<file path="config.mk">
export PLATFORM = sky130hd
export DESIGN_NAME = reg_file_sb
export DESIGN_NICKNAME = d
export VERILOG_FILES = /design/src/rtl/reg_file_pkg.sv /design/src/rtl/reg_file_scoreboard.sv /design/src/rtl/reg_file_sb.sv
export SDC_FILE = /design/constraint.sdc
export NUM_CORES = 2
export LEC_CHECK = 0
export CORE_MARGIN = 2
export CORE_UTILIZATION = 55
export CTS_CLUSTER_DIAMETER = 40
export CTS_CLUSTER_SIZE = 20
export DETAILED_ROUTE_END_ITERATION = 8
export DONT_BUFFER_PORTS = 1
export PLACE_DENSITY = 0.78
export RECOVER_POWER = 50
export SLEW_MARGIN = 25
export SYNTH_ARGS = -nofsm -noshare
export SYNTH_HDL_FRONTEND = slang
export SYNTH_SLANG_ARGS = --single-unit
</file>
<file path="constraint.sdc">
create_clock -name clk -period 3.7 [get_ports clk]
set_input_delay 0.555 -clock clk [delete_from_list [all_inputs] [get_ports clk]]
set_output_delay 0.555 -clock clk [all_outputs]
set_load 0.005 [all_outputs]
</file>
<file path="src/rtl/reg_file_pkg.sv">
// Shared defaults, constants and bus-slicing helper for the register file and its scoreboard.
package reg_file_pkg;

    localparam int unsigned DEFAULT_DEPTH     = 32;
    localparam int unsigned DEFAULT_WIDTH     = 32;
    localparam int unsigned DEFAULT_ADD_WIDTH = 5;

    // Architectural zero register.
    localparam int unsigned REG_ZERO = 0;

    // Widest flattened bus the slice helper handles (4 ports x 64 bits).
    localparam int unsigned BUS_MAX = 256;

    // Returns port 'port' of a flattened bus whose slices are 'width' bits wide, zero-extended.
    function automatic logic [BUS_MAX-1:0] port_slice(input logic [BUS_MAX-1:0] bus,
                                                      input int unsigned        port,
                                                      input int unsigned        width);
        logic [BUS_MAX-1:0] mask;
        mask = {BUS_MAX{1'b1}} >> (BUS_MAX - width);
        return (bus >> (port * width)) & mask;
    endfunction

endpackage

</file>
<file path="src/rtl/reg_file_scoreboard.sv">
// Per-register busy tracker: set on issue, cleared on writeback, with a running busy count.
module reg_file_scoreboard
    import reg_file_pkg::*;
#(
    parameter int unsigned DEPTH     = DEFAULT_DEPTH,
    parameter int unsigned ADD_WIDTH = DEFAULT_ADD_WIDTH,
    parameter int unsigned NUM_RD    = 2
) (
    input  logic                        clk,
    input  logic                        rst_n,
    input  logic                        w_en,
    input  logic [ADD_WIDTH-1:0]        w_reg,
    input  logic                        issue_en,
    input  logic [ADD_WIDTH-1:0]        issue_reg,
    input  logic [NUM_RD*ADD_WIDTH-1:0] r_reg,
    output logic [NUM_RD-1:0]           r_busy,
    output logic [ADD_WIDTH:0]          busy_cnt
);

    localparam int unsigned IDX_W = (DEPTH > 1) ? $clog2(DEPTH) : 1;
    localparam int unsigned CNT_W = ADD_WIDTH + 1;

    logic [DEPTH-1:0] busy_q, busy_d;
    logic [CNT_W-1:0] cnt_q, cnt_d;
    logic             set_ok, clr_ok, set_new, clr_real;
    logic [IDX_W-1:0] w_idx, i_idx;

    assign w_idx  = w_reg[IDX_W-1:0];
    assign i_idx  = issue_reg[IDX_W-1:0];
    assign clr_ok = w_en && (32'(w_reg) < DEPTH);
    assign set_ok = issue_en && (32'(issue_reg) != REG_ZERO) && (32'(issue_reg) < DEPTH);

    // Next busy vector and count; a same-register set overrides the clear.
    always_comb begin
        busy_d   = busy_q;
        set_new  = set_ok && !busy_q[i_idx];
        clr_real = clr_ok && busy_q[w_idx] && !(set_ok && (i_idx == w_idx));
        if (clr_ok) busy_d[w_idx] = 1'b0;
        if (set_ok) busy_d[i_idx] = 1'b1;
        cnt_d = cnt_q + CNT_W'(set_new) - CNT_W'(clr_real);
    end

    // Busy state and count registers.
    always_ff @(posedge clk or negedge rst_n) begin
        if (!rst_n) begin
            busy_q <= '0;
            cnt_q  <= '0;
        end else begin
            busy_q <= busy_d;
            cnt_q  <= cnt_d;
        end
    end

    assign busy_cnt = cnt_q;

    // Pre-edge busy per read port, with a same-cycle writeback bypassed away.
    for (genvar k = 0; k < NUM_RD; k++) begin : g_rbusy
        logic [ADD_WIDTH-1:0] addr;
        assign addr = ADD_WIDTH'(port_slice(BUS_MAX'(r_reg), k, ADD_WIDTH));
        assign r_busy[k] = (32'(addr) < DEPTH) && busy_q[addr[IDX_W-1:0]] &&
                           !(w_en && (w_reg == addr));
    end

endmodule

</file>
<file path="src/rtl/reg_file_sb.sv">
// Register file with zero-latency bypassed reads, one write port and an integrated scoreboard.
module reg_file_sb
    import reg_file_pkg::*;
#(
    parameter int unsigned DEPTH     = DEFAULT_DEPTH,
    parameter int unsigned WIDTH     = DEFAULT_WIDTH,
    parameter int unsigned ADD_WIDTH = DEFAULT_ADD_WIDTH,
    parameter int unsigned NUM_RD    = 2
) (
    input  logic                        clk,
    input  logic                        rst_n,
    input  logic                        w_en,
    input  logic [ADD_WIDTH-1:0]        w_reg,
    input  logic [WIDTH-1:0]            w_data,
    input  logic                        issue_en,
    input  logic [ADD_WIDTH-1:0]        issue_reg,
    input  logic [NUM_RD*ADD_WIDTH-1:0] r_reg,
    output logic [NUM_RD*WIDTH-1:0]     read_data,
    output logic [NUM_RD-1:0]           r_busy,
    output logic [ADD_WIDTH:0]          busy_cnt
);

    localparam int unsigned IDX_W = (DEPTH > 1) ? $clog2(DEPTH) : 1;

    logic [WIDTH-1:0]     regs [DEPTH];
    logic                 wr_ok;
    logic [ADD_WIDTH-1:0] rd_addr [NUM_RD];

    assign wr_ok = w_en && (32'(w_reg) != REG_ZERO) && (32'(w_reg) < DEPTH);

    for (genvar k = 0; k < NUM_RD; k++) begin : g_addr
        assign rd_addr[k] = ADD_WIDTH'(port_slice(BUS_MAX'(r_reg), k, ADD_WIDTH));
    end

    // Storage: x0 is never written so it stays at its reset value of zero.
    always_ff @(posedge clk or negedge rst_n) begin
        if (!rst_n) begin
            regs <= '{default: '0};
        end else if (wr_ok) begin
            regs[w_reg[IDX_W-1:0]] <= w_data;
        end
    end

    // Read muxes: zero for x0, out-of-range or reset; otherwise bypass, then array.
    always_comb begin
        read_data = '0;
        for (int k = 0; k < NUM_RD; k++) begin
            if (!rst_n || (32'(rd_addr[k]) == REG_ZERO) || (32'(rd_addr[k]) >= DEPTH)) begin
                read_data[k*WIDTH +: WIDTH] = '0;
            end else if (w_en && (w_reg == rd_addr[k])) begin
                read_data[k*WIDTH +: WIDTH] = w_data;
            end else begin
                read_data[k*WIDTH +: WIDTH] = regs[rd_addr[k][IDX_W-1:0]];
            end
        end
    end

    reg_file_scoreboard #(
        .DEPTH     (DEPTH),
        .ADD_WIDTH (ADD_WIDTH),
        .NUM_RD    (NUM_RD)
    ) u_scoreboard (
        .clk       (clk),
        .rst_n     (rst_n),
        .w_en      (w_en),
        .w_reg     (w_reg),
        .issue_en  (issue_en),
        .issue_reg (issue_reg),
        .r_reg     (r_reg),
        .r_busy    (r_busy),
        .busy_cnt  (busy_cnt)
    );

endmodule

</file>
==> impl_metrics.env <==
export IMPL_area_growth_pct=9.56
export IMPL_clk_latency_ns=0.77
export IMPL_syn_area_per_cell_sq_um=14.1
export IMPL_dp_cells=5133
export IMPL_fin_crit_sh=0.932
export IMPL_drive_gt1_frac=0.371
export IMPL_grt_pass1_vias=40600
export IMPL_antenna_found_initial=2
export IMPL_cts_htree_levels=4
export IMPL_final_common_cell="dfrtp_1"
export IMPL_cp_slowest_cell="mux4_2"
export IMPL_finalMaxSlewViolations=565
export IMPL_wirelength_um=169000
export IMPL_clockBufferDepth=3
export IMPL_hold_worst_slack_ns=-0.493
export IMPL_cts_tree="built"
export IMPL_final_cell_mix="dfrtp_1 (1062), mux2_2 (732), mux4_2 (368)"
export IMPL_cts_hold_fix_buffers=33
export IMPL_cts_inserted_buffers=141
export IMPL_hold_path_class="in -> async"
export IMPL_pin_count=128
export IMPL_viasPerCell=7.16
export IMPL_ant_nets=0
export IMPL_max_freq_mhz=290
export IMPL_antenna_cells=0
export IMPL_synth_ff_type="dfrtp_1"
export IMPL_die_x_um=330
export IMPL_period_minus_slack_ns=3.45
export IMPL_cp_cell_sequence="mux4_2, a22oi_1, o21ai_1, a221o_1"
export IMPL_slew_headroom=-1.10
export IMPL_synth_cell_types=67
export IMPL_path_max_fanout=304
export IMPL_drv_cap=11
export IMPL_wl_per_cell_um=31.0
export IMPL_nNetsFinal=3989
export IMPL_critical_path_class="in -> out"
export IMPL_place_port_buffers=0
export IMPL_nFillCells=7656
export IMPL_synth_area_leaders="dfrtp_1 (46%), mux4_2 (14%), mux2_2 (14%)"
export IMPL_rsz0062_at_grt="false"
export IMPL_dieArea_sq_um=109000
export IMPL_violations="hold timing, capacitance limit, slew limit"
export IMPL_syn_nets=4204
export IMPL_syn_inst=4141
export IMPL_hold_viol_final=356
export IMPL_place_gp_congestion=0.895
export IMPL_core_area_sq_um=105000
export IMPL_drcViolationCount=0
export IMPL_clock_sinks=1062
export IMPL_synth_top_area_share=0.456
export IMPL_ys_async_sr_fraction=1.00
export IMPL_startpoint_type="input pin"
export IMPL_critPathArrivalTime_ns=2.89
export IMPL_drt_iter0_markers=4203
export IMPL_worst_pin_slew_ns=3.15
export IMPL_clk_pin_slew_ns=0.07
export IMPL_seq_area_frac_synth=0.456
export IMPL_setup_viol=0
export IMPL_fin_setup_tns_ns=0
export IMPL_cts_root_buf="clkbuf_16"
export IMPL_synth_edf_count=0
export IMPL_ys_warnings_count=0
export IMPL_start_util=0.554
export IMPL_ir_drop_mv=0.468
export IMPL_layout_setup_ws_ns=0.253
export IMPL_rows=119
export IMPL_crit_required_ns=3.14
export IMPL_yosys_area_top_type="dfrtp_1"
export IMPL_p_leak_nw=27.7
export IMPL_overflow=0
export IMPL_cp_end_kind="primary output"
export IMPL_ctsResizeCount=0
export IMPL_fin_cells=5437
export IMPL_grt_pass1_wl_um=255000
export IMPL_synth_cell_area_sq_um=58300
export IMPL_skew_ns=0.0379
export IMPL_vias=38900
export IMPL_grtUsageTotal=0.313
export IMPL_power_density_nw_per_um2=573
export IMPL_place_ws_ns=0.594
export IMPL_firstDrtPassIters=6
export IMPL_status="finished, violations left"
export IMPL_chipHeight_um=330
export IMPL_grt_max_degree=1067
export IMPL_cpPeakStageDelay_ns=0.92
export IMPL_dpl_hpwl_um=89500
export IMPL_yosys_register_bits=1062
## kinds of logic after synthesis
group,share of synthesized area
muxes,0.398
DFF,0.456
AOI/OAI and AO/OA,0.0750
buffers and inverters,0.0426
and+or+nand+nor,0.0237
xor gates and xnor gates,0.00313
adders and majority gates,0.00163
## layer usage
metal,GRT usage,vias to the layer above,part of all wire
met4,0.153,2,0.047
met3,0.0875,502,0.097
met2,0.480,2059,0.46
li1,-,15700,-
met1,0.413,20700,0.39
met5,0,-,0.000077
## worst max-delay path: cells and delay by family
kind | cells | cell delay (ns)
AO/OA/AOI/OAI | 3 | 0.80
multiplexers | 1 | 0.92
## power by group
part	switching (mW)	internal (mW)	leakage, nW	total (mW)
registers	1.81	13.9	13.6	15.7
clock network	5.70	8.88	2.44	14.6
logic	2.48	3.85	11.6	6.34
## final cells by class
type,count,area (sq um),share of cell area
Multi-Input combinational cell,2591,29400,0.460
Sequential cell,1062,26600,0.416
Clock buffer,164,3810,0.0596
Tap cell,1391,1740,0.0273
Clock inverter,99,1250,0.0196
Timing Repair Buffer,113,1050,0.0164
Inverter,17,68.8,0.00108
## path summary, 6_finish.rpt
path	from	end	slack, ns	cells after the start
max	r_reg[5]	read_data[42]	0.25	4
min	rst_n	regs[766]	-0.49	0
max reg2reg	u_scoreboard.busy_q[18]	u_scoreboard.busy_cnt[4]	0.77	13
min reg2reg	regs[1007]	regs[1007]	0.39	0
max in group asynchronous	rst_n	regs[944]	0.81	1
min in group clk	issue_reg[3]	u_scoreboard.busy_q[26]	0.05	2
## registers in the layout, indices dropped and copies added, names as in the netlist
register / flops
regs: 1024
u_scoreboard.busy_q: 32
u_scoreboard.busy_cnt: 6
## repair_timing
item | in CTS | in global routing
hold endpoints to repair | 2055 | 483
endpoints found under the setup margin | 0 | 1
buffers inserted | 0 | 0
## synthesized netlist by cell type, types with 42 or more instances
cell type and number:
o21ai_0 94, mux4_2 368, mux2i_1 273, mux2_2 732
dfrtp_1 1062, nor2b_1 43, a221o_1 62, a221oi_1 126
buf_4 42, buf_2 162, mux2_1 322, a22oi_1 96
clkbuf_1 220, nor2_1 81, a21oi_1 71, nand2_1 57
## per-stage QoR
| stage | util | total power [mW] | instance area [sq um] |
|---|---|---|---|
| final | 0.607 | 36.6 | 63900 |
| after global routing | 0.607 | 38.0 | 63900 |
| after CTS | 0.608 | 36.4 | 64000 |
| after detailed placement | 0.556 | 21.6 | 58600 |
| after global placement | 0.556 | 21.2 | 58600 |
| after floorplan | - | 20.5 | 58300 |
(Power assumes the default switching activity.)
